### src/rtl/dxi_pkg.sv
// rtl/dxi_pkg.sv - shared widths, types and round-robin pick helper for the dxi filter arbiter
package dxi_pkg;

  localparam int DXI_DATA_W = 72;
  localparam int DXI_PIX_W  = 8;
  localparam int DXI_CFG_W  = 2;
  localparam int RR_MAX     = 8;

  typedef logic [DXI_PIX_W-1:0]  pixel_t;
  typedef logic [DXI_DATA_W-1:0] window_t;
  typedef logic [DXI_CFG_W-1:0]  cfg_t;

  typedef struct packed {
    logic       found;
    logic [2:0] idx;
  } rr_pick_t;

  // First valid index strictly after ptr, wrapping over n requesters.
  function automatic rr_pick_t rr_pick(input logic [RR_MAX-1:0] valid,
                                       input logic [2:0] ptr,
                                       input int n);
    rr_pick_t r;
    int       k;
    r = '0;
    for (int i = 1; i <= RR_MAX; i++) begin
      k = (int'(ptr) + i) % n;
      if (i <= n && !r.found && valid[k[2:0]]) begin
        r.found = 1'b1;
        r.idx   = k[2:0];
      end
    end
    return r;
  endfunction

endpackage

### src/rtl/dxi_tag_fifo.sv
// rtl/dxi_tag_fifo.sv - grant-order tag FIFO linking filter responses back to requesters
module dxi_tag_fifo #(
  parameter int WIDTH = 2,
  parameter int DEPTH = 4
) (
  input  logic                           i_clk,
  input  logic                           i_rstn,
  input  logic                           i_push,
  input  logic                           i_pop,
  input  logic [WIDTH-1:0]               i_din,
  output logic [WIDTH-1:0]               o_dout,
  output logic [$clog2(DEPTH+1)-1:0]     o_count,
  output logic                           o_full,
  output logic                           o_empty
);

  localparam int PTR_W = $clog2(DEPTH);
  localparam int CNT_W = $clog2(DEPTH + 1);

  logic [WIDTH-1:0] mem_q [DEPTH];
  logic [PTR_W-1:0] wr_q, wr_d, rd_q, rd_d;
  logic [CNT_W-1:0] cnt_q, cnt_d;
  logic             do_push, do_pop;

  assign o_full  = (cnt_q == CNT_W'(DEPTH));
  assign o_empty = (cnt_q == '0);
  assign o_count = cnt_q;
  assign o_dout  = mem_q[rd_q];

  always_comb begin
    do_push = i_push & ~o_full;
    do_pop  = i_pop & ~o_empty;
    wr_d    = do_push ? wr_q + PTR_W'(1) : wr_q;
    rd_d    = do_pop ? rd_q + PTR_W'(1) : rd_q;
    cnt_d   = cnt_q;
    if (do_push && !do_pop) cnt_d = cnt_q + CNT_W'(1);
    if (do_pop && !do_push) cnt_d = cnt_q - CNT_W'(1);
  end

  // Storage needs no reset: occupancy alone decides what is readable.
  always_ff @(posedge i_clk) begin
    if (do_push) mem_q[wr_q] <= i_din;
  end

  always_ff @(posedge i_clk or negedge i_rstn) begin
    if (!i_rstn) begin
      wr_q  <= '0;
      rd_q  <= '0;
      cnt_q <= '0;
    end else begin
      wr_q  <= wr_d;
      rd_q  <= rd_d;
      cnt_q <= cnt_d;
    end
  end

endmodule

### src/rtl/dxi_filter_arbiter.sv
// rtl/dxi_filter_arbiter.sv - round-robin sharing of one 3x3 filter among N_REQ requesters
module dxi_filter_arbiter
  import dxi_pkg::*;
#(
  parameter int N_REQ     = 4,
  parameter int TAG_DEPTH = 4
) (
  input  logic                             i_clk,
  input  logic                             i_rstn,
  input  logic [N_REQ-1:0]                 i_req_valid,
  input  logic [N_REQ*DXI_DATA_W-1:0]      i_req_data,
  input  logic [N_REQ*DXI_CFG_W-1:0]       i_req_cfg,
  output logic [N_REQ-1:0]                 o_req_ready,
  output logic                             o_flt_valid,
  output logic [DXI_DATA_W-1:0]            o_flt_data,
  output logic [DXI_CFG_W-1:0]             o_flt_cfg,
  input  logic                             i_flt_ready,
  input  logic                             i_flt_out_valid,
  input  logic [DXI_PIX_W-1:0]             i_flt_out_data,
  output logic                             o_flt_out_ready,
  output logic [N_REQ-1:0]                 o_rsp_valid,
  output logic [DXI_PIX_W-1:0]             o_rsp_data,
  input  logic [N_REQ-1:0]                 i_rsp_ready,
  output logic [$clog2(TAG_DEPTH+1)-1:0]   o_inflight,
  output logic                             o_err_orphan
);

  localparam int TAG_W = (N_REQ > 1) ? $clog2(N_REQ) : 1;

  logic              flt_valid_q, flt_valid_d;
  window_t           flt_data_q, flt_data_d;
  cfg_t              flt_cfg_q, flt_cfg_d;
  logic [2:0]        ptr_q, ptr_d;
  logic              err_q, err_d;

  logic [RR_MAX-1:0] valid_ext;
  rr_pick_t          pick;
  logic              slot_free, can_grant, grant;
  window_t           sel_data;
  cfg_t              sel_cfg;
  logic [TAG_W-1:0]  sel_tag, head;
  logic              fifo_full, fifo_empty, rsp_ready_head, pop;

  dxi_tag_fifo #(
    .WIDTH (TAG_W),
    .DEPTH (TAG_DEPTH)
  ) u_tag_fifo (
    .i_clk   (i_clk),
    .i_rstn  (i_rstn),
    .i_push  (grant),
    .i_pop   (pop),
    .i_din   (sel_tag),
    .o_dout  (head),
    .o_count (o_inflight),
    .o_full  (fifo_full),
    .o_empty (fifo_empty)
  );

  // A full tag FIFO blocks grants even if a pop lands in the same cycle.
  always_comb begin
    valid_ext              = '0;
    valid_ext[N_REQ-1:0]   = i_req_valid;
    pick                   = rr_pick(valid_ext, ptr_q, N_REQ);
    slot_free              = ~flt_valid_q | i_flt_ready;
    can_grant              = i_rstn & slot_free & ~fifo_full;
    grant                  = can_grant & pick.found;
    o_req_ready            = '0;
    sel_data               = '0;
    sel_cfg                = '0;
    sel_tag                = '0;
    for (int k = 0; k < N_REQ; k++) begin
      if (pick.idx == 3'(k)) begin
        o_req_ready[k] = grant;
        sel_data       = i_req_data[k*DXI_DATA_W +: DXI_DATA_W];
        sel_cfg        = i_req_cfg[k*DXI_CFG_W +: DXI_CFG_W];
        sel_tag        = TAG_W'(k);
      end
    end

    flt_valid_d = flt_valid_q;
    flt_data_d  = flt_data_q;
    flt_cfg_d   = flt_cfg_q;
    ptr_d       = ptr_q;
    if (grant) begin
      flt_valid_d = 1'b1;
      flt_data_d  = sel_data;
      flt_cfg_d   = sel_cfg;
      ptr_d       = pick.idx;
    end else if (slot_free) begin
      flt_valid_d = 1'b0;
    end
  end

  always_comb begin
    o_rsp_valid    = '0;
    rsp_ready_head = 1'b0;
    for (int k = 0; k < N_REQ; k++) begin
      if (head == TAG_W'(k)) begin
        o_rsp_valid[k] = i_flt_out_valid & ~fifo_empty;
        rsp_ready_head = i_rsp_ready[k];
      end
    end
    o_rsp_data      = i_flt_out_data;
    o_flt_out_ready = ~fifo_empty & rsp_ready_head;
    pop             = i_flt_out_valid & o_flt_out_ready;
    err_d           = err_q | (i_flt_out_valid & fifo_empty);
  end

  always_ff @(posedge i_clk or negedge i_rstn) begin
    if (!i_rstn) begin
      flt_valid_q <= 1'b0;
      flt_data_q  <= '0;
      flt_cfg_q   <= '0;
      ptr_q       <= 3'(N_REQ - 1);
      err_q       <= 1'b0;
    end else begin
      flt_valid_q <= flt_valid_d;
      flt_data_q  <= flt_data_d;
      flt_cfg_q   <= flt_cfg_d;
      ptr_q       <= ptr_d;
      err_q       <= err_d;
    end
  end

  assign o_flt_valid  = flt_valid_q;
  assign o_flt_data   = flt_data_q;
  assign o_flt_cfg    = flt_cfg_q;
  assign o_err_orphan = err_q;

endmodule

### config.mk
export PLATFORM = sky130hd
export DESIGN_NAME = dxi_filter_arbiter
export DESIGN_NICKNAME = d
export VERILOG_FILES = /design/src/rtl/dxi_pkg.sv /design/src/rtl/dxi_tag_fifo.sv /design/src/rtl/dxi_filter_arbiter.sv
export SDC_FILE = /design/constraint.sdc
export NUM_CORES = 1
export LEC_CHECK = 0
export CAP_MARGIN = 40
export CORE_AREA = 5 5 157 159
export CTS_BUF_LIST = sky130_fd_sc_hd__clkbuf_16
export CTS_CLUSTER_SIZE = 24
export DETAILED_ROUTE_END_ITERATION = 10
export DIE_AREA = 0 0 162 164
export DONT_BUFFER_PORTS = 1
export PLACE_DENSITY = 0.35
export SLEW_MARGIN = 20
export SYNTH_ARGS = -nofsm -noshare
export SYNTH_HDL_FRONTEND = slang
export SYNTH_SLANG_ARGS = --single-unit
### constraint.sdc
create_clock -name i_clk -period 3.3 [get_ports i_clk]
set_input_delay 0.495 -clock i_clk [delete_from_list [all_inputs] [get_ports i_clk]]
set_output_delay 0.495 -clock i_clk [all_outputs]
set_load 0.03 [all_outputs]
==> flow_metrics.py <==
metrics = {
    "setup_path": {
        "crit_chain": "mux4_1 -> mux2i_1 -> and2b_2 -> a211oi_1 -> buf_4",
        "critPathMaxStageDelay_ns": 0.72,
        "crit_start": "u_tag_fifo.rd_q[0]$_DFFE_PN0P_",
        "timing.rr.end": "u_tag_fifo.o_count[2]$_DFFE_PN0P_",
        "criticalPathCategory": "register to primary output",
        "r2r-start": "u_tag_fifo.rd_q[0]$_DFFE_PN0P_",
        "endpoint_kind": "primary output",
        "crit_required_ns": 2.80,
        "cp-endpoint": "o_flt_out_ready",
        "cp_slowest_cell": "mux4_1",
        "crit_path_start_kind": "register",
        "rrSetupSlack_ns": 0.50,
        "cp_max_fo": 6,
        "ff2ff_path_depth": 9,
        "cp_data_arrival_time_ns": 2.35,
    },
    "global_routing": {
        "track_usage": 0.145,
        "grt_pass1_vias": 4881,
        "grt_overflow": 0,
        "grt_pass1_wl_microns": 29700,
        "antenna_found_initial": 0,
        "grt_start_max_net_pins": 86,
    },
    "power_and_ir_drop": {
        "p_per_area_nw_per_um2": 1110,
        "combPwrFrac": 0.357,
        "clkPwrFrac": 0.150,
        "peakVddDrop_uv": 305,
        "netSwitchingFraction": 0.518,
        "p_int_w": 0.00315,
        "p_total_w": 0.00653,
        "p_seq_frac": 0.494,
        "power.switching_w": 0.00338,
        "p_leak_nw": 2.32,
    },
    "logic_synthesis": {
        "ys_seq_area_frac": 0.437,
        "synth_cells": 567,
        "yosysUniqueCellTypes": 42,
        "postSynth.asyncResetShare": 0.914,
        "synth_top_area_frac": 0.383,
        "yosysTopAreaCell": "dfrtp_1",
        "synth_enable_flop_cells": 8,
        "synth_ff_type": "dfrtp_1",
        "synth_area_leaders": "dfrtp_1 (38%), mux2i_1 (8.5%), nand2_1 (7.2%)",
        "syn_area_per_cell_sq_um": 9.56,
        "netlist_area_sq_um": 5420,
        "ys_seq_elements": 93,
        "yosysWarnings": 0,
        "synth.net_count": 889,
    },
    "clocking": {
        "post_cts_resized": 0,
        "clockBufferDepth": 2,
        "cts_buffers": 9,
        "cts.sinks": 93,
        "htreeDepth": 3,
        "clk_pin_slew_ns": 0.07,
        "cts-root-buf": "clkbuf_16",
        "clk_latency_ns": 0.35,
        "cts_tree": "built",
    },
    "route": {
        "drt-total-wl_microns": 20500,
        "drc_errors": 0,
        "num_vias": 4619,
        "drt_iter0_markers": 275,
        "routedWlPerCell_microns": 24.8,
        "viasPerCell": 5.60,
        "first_pass_iters": 4,
        "detail-route-antenna-nets": 0,
    },
    "floorplanning": {
        "rows": 56,
        "die_w_microns": 162,
        "dieHeight_microns": 164,
        "dieArea_sq_um": 26600,
        "core_area_sq_um": 23100,
        "io_pins": 412,
        "start_util": 0.234,
    },
    "flow_run": {
        "cap_violations": 0,
    },
    "placement": {
        "gp_congestion": 0.776,
        "dp_cells": 808,
        "hpwl_microns": 15900,
        "port_buffers": 0,
    },
    "timing": {
        "finalSetupViolCount": 0,
        "hold_viol": 0,
        "rsz0062_at_grt": "no",
        "worst_clock_skew_ns": 0.00757,
        "relSlewSlack": 0.612,
        "fin_crit_sh": 0.862,
        "final_max_slew_viol_count": 0,
        "tns_ns": 0,
        "max_freq_mhz": 352,
        "min_period_ns": 2.84,
        "tightest_slew_ns": 0.581,
    },
    "layout": {
        "diodes": 0,
        "nets": 852,
        "area_growth_pct": 8.86,
        "fin_cells": 825,
        "drive_gt1_frac": 0.0804,
        "fillers": 2522,
    },
    "outcome": {
        "status": "finished clean",
    },
    "hold_path": {
        "hp-class": "input pin to asynchronous set/reset pin",
    },
}
==> timing repair <==
item / in CTS / in global routing
hold buffers: 1 / 0
buffers inserted: 0 / 0
endpoints found under the hold margin: 85 / 0
endpoints found under the setup margin: 0 / 0
==> flip-flops by register name (all words and copies together) (netlist names), 2 cells and up <==
register	flops
u_tag_fifo.o_count	3
ptr_q	2
u_tag_fifo.rd_q	2
u_tag_fifo.wr_q	2
o_flt_cfg	2
o_flt_data	72
u_tag_fifo.mem_q	8
==> worst min path at each step <==
| stage | slack (ns) | depth (start not counted) | startpoint | to |
|---|---|---|---|---|
| 5_1_grt | 0.09 | 1 | i_rstn | u_tag_fifo.rd_q[1]$_DFFE_PN0P_ |
| 4_1_cts | 0.07 | 1 | i_rstn | u_tag_fifo.rd_q[0]$_DFFE_PN0P_ |
| 3_3_place_gp | 0.20 | 0 | i_rstn | o_err_orphan$_DFF_PN0_ |
| 6_report | 0.02 | 1 | i_rstn | u_tag_fifo.rd_q[0]$_DFFE_PN0P_ |
| 2_1_floorplan | 0.20 | 0 | i_rstn | o_err_orphan$_DFF_PN0_ |
| 3_5_place_dp | 0.20 | 0 | i_rstn | o_err_orphan$_DFF_PN0_ |
==> logic make-up after synthesis <==
kind of cell | after synthesis | synth area share
xor+xnor | 6 | 0.00969
flops | 93 | 0.437
mux | 48 | 0.0939
simple gates | 176 | 0.133
fa+ha+maj | 6 | 0.0152
buf+inv | 72 | 0.0665
compound gates | 166 | 0.245
==> cell usage in the layout (no fill, tap or decap), drive strengths merged, types with 3 or more instances in the layout <==
master and n:
nand2 104, dfrtp 83, nor2 51, mux2i 46, o22ai 44, a221oi 42
a32oi 33, o221ai 33, buf 16, clkbuf 9, inv 9, edfxtp 8
and2 5, ha 5, o21ai 5, nor2b 4, clkinv 4, nor3 3
xnor2 3, xor2 3, and3 3
==> power by group through the flow <==
stage	sequential (W)	combinational, W	clock [W]
floorplan	0.00301	0.00191	0
global placement	0.00327	0.00229	0
detailed placement	0.00327	0.00233	0
CTS	0.00325	0.00237	0.00103
global route	0.00329	0.00262	0.00107
finish	0.00322	0.00233	0.000978
==> metrics by stage <==
step	hold WS, ns	util	area [sq um]	worst slack (ns)
finish	0.0191	0.255	5900	0.456
global route	0.0881	0.255	5900	0.306
floorplan	0.199	-	5420	0.600
detailed placement	0.202	0.242	5610	0.516
CTS	0.0677	0.255	5900	0.404
global placement	0.202	0.242	5610	0.568
==> metal layers <==
metal	track usage	vias to the layer above	wire length, microns
li1	-	2071	-
met1	0.173	2229	7900
met2	0.251	291	10300
met3	0.0371	28	1800
met4	0.0534	0	475
met5	0	-	0
==> critical path: cells and delay by family (launching register included) <==
| kind | cells | cell delay (ns) |
|---|---|---|
| and+or+nand+nor | 1 | 0.22 |
| buffers and inverters | 1 | 0.21 |
| DFF | 1 | 0.44 |
| muxes | 2 | 0.92 |
| AOI/OAI and AO/OA | 1 | 0.23 |
==> cells in the mapped netlist, drive strengths merged (4+ instances only) <==
cell	n
a32oi	33
mux2i	46
dfrtp	83
o221ai	33
nor2b	4
edfxtp	8
a221oi	42
buf	25
clkbuf	39
and2	5
inv	8
o21ai	5
o22ai	44
nand2	104
ha	5
nor2	51
==> area by class of cell <==
class | count | area (sq um) | share of cell area
repair buffers | 16 | 165 | 0.0280
well taps | 290 | 363 | 0.0615
clock buffers | 9 | 225 | 0.0382
multi-input cells | 402 | 2700 | 0.458
clock inverters | 7 | 43.8 | 0.00742
inverters | 8 | 32.5 | 0.00551
flip-flops and latches | 93 | 2370 | 0.402
(Power assumes the default switching activity.)
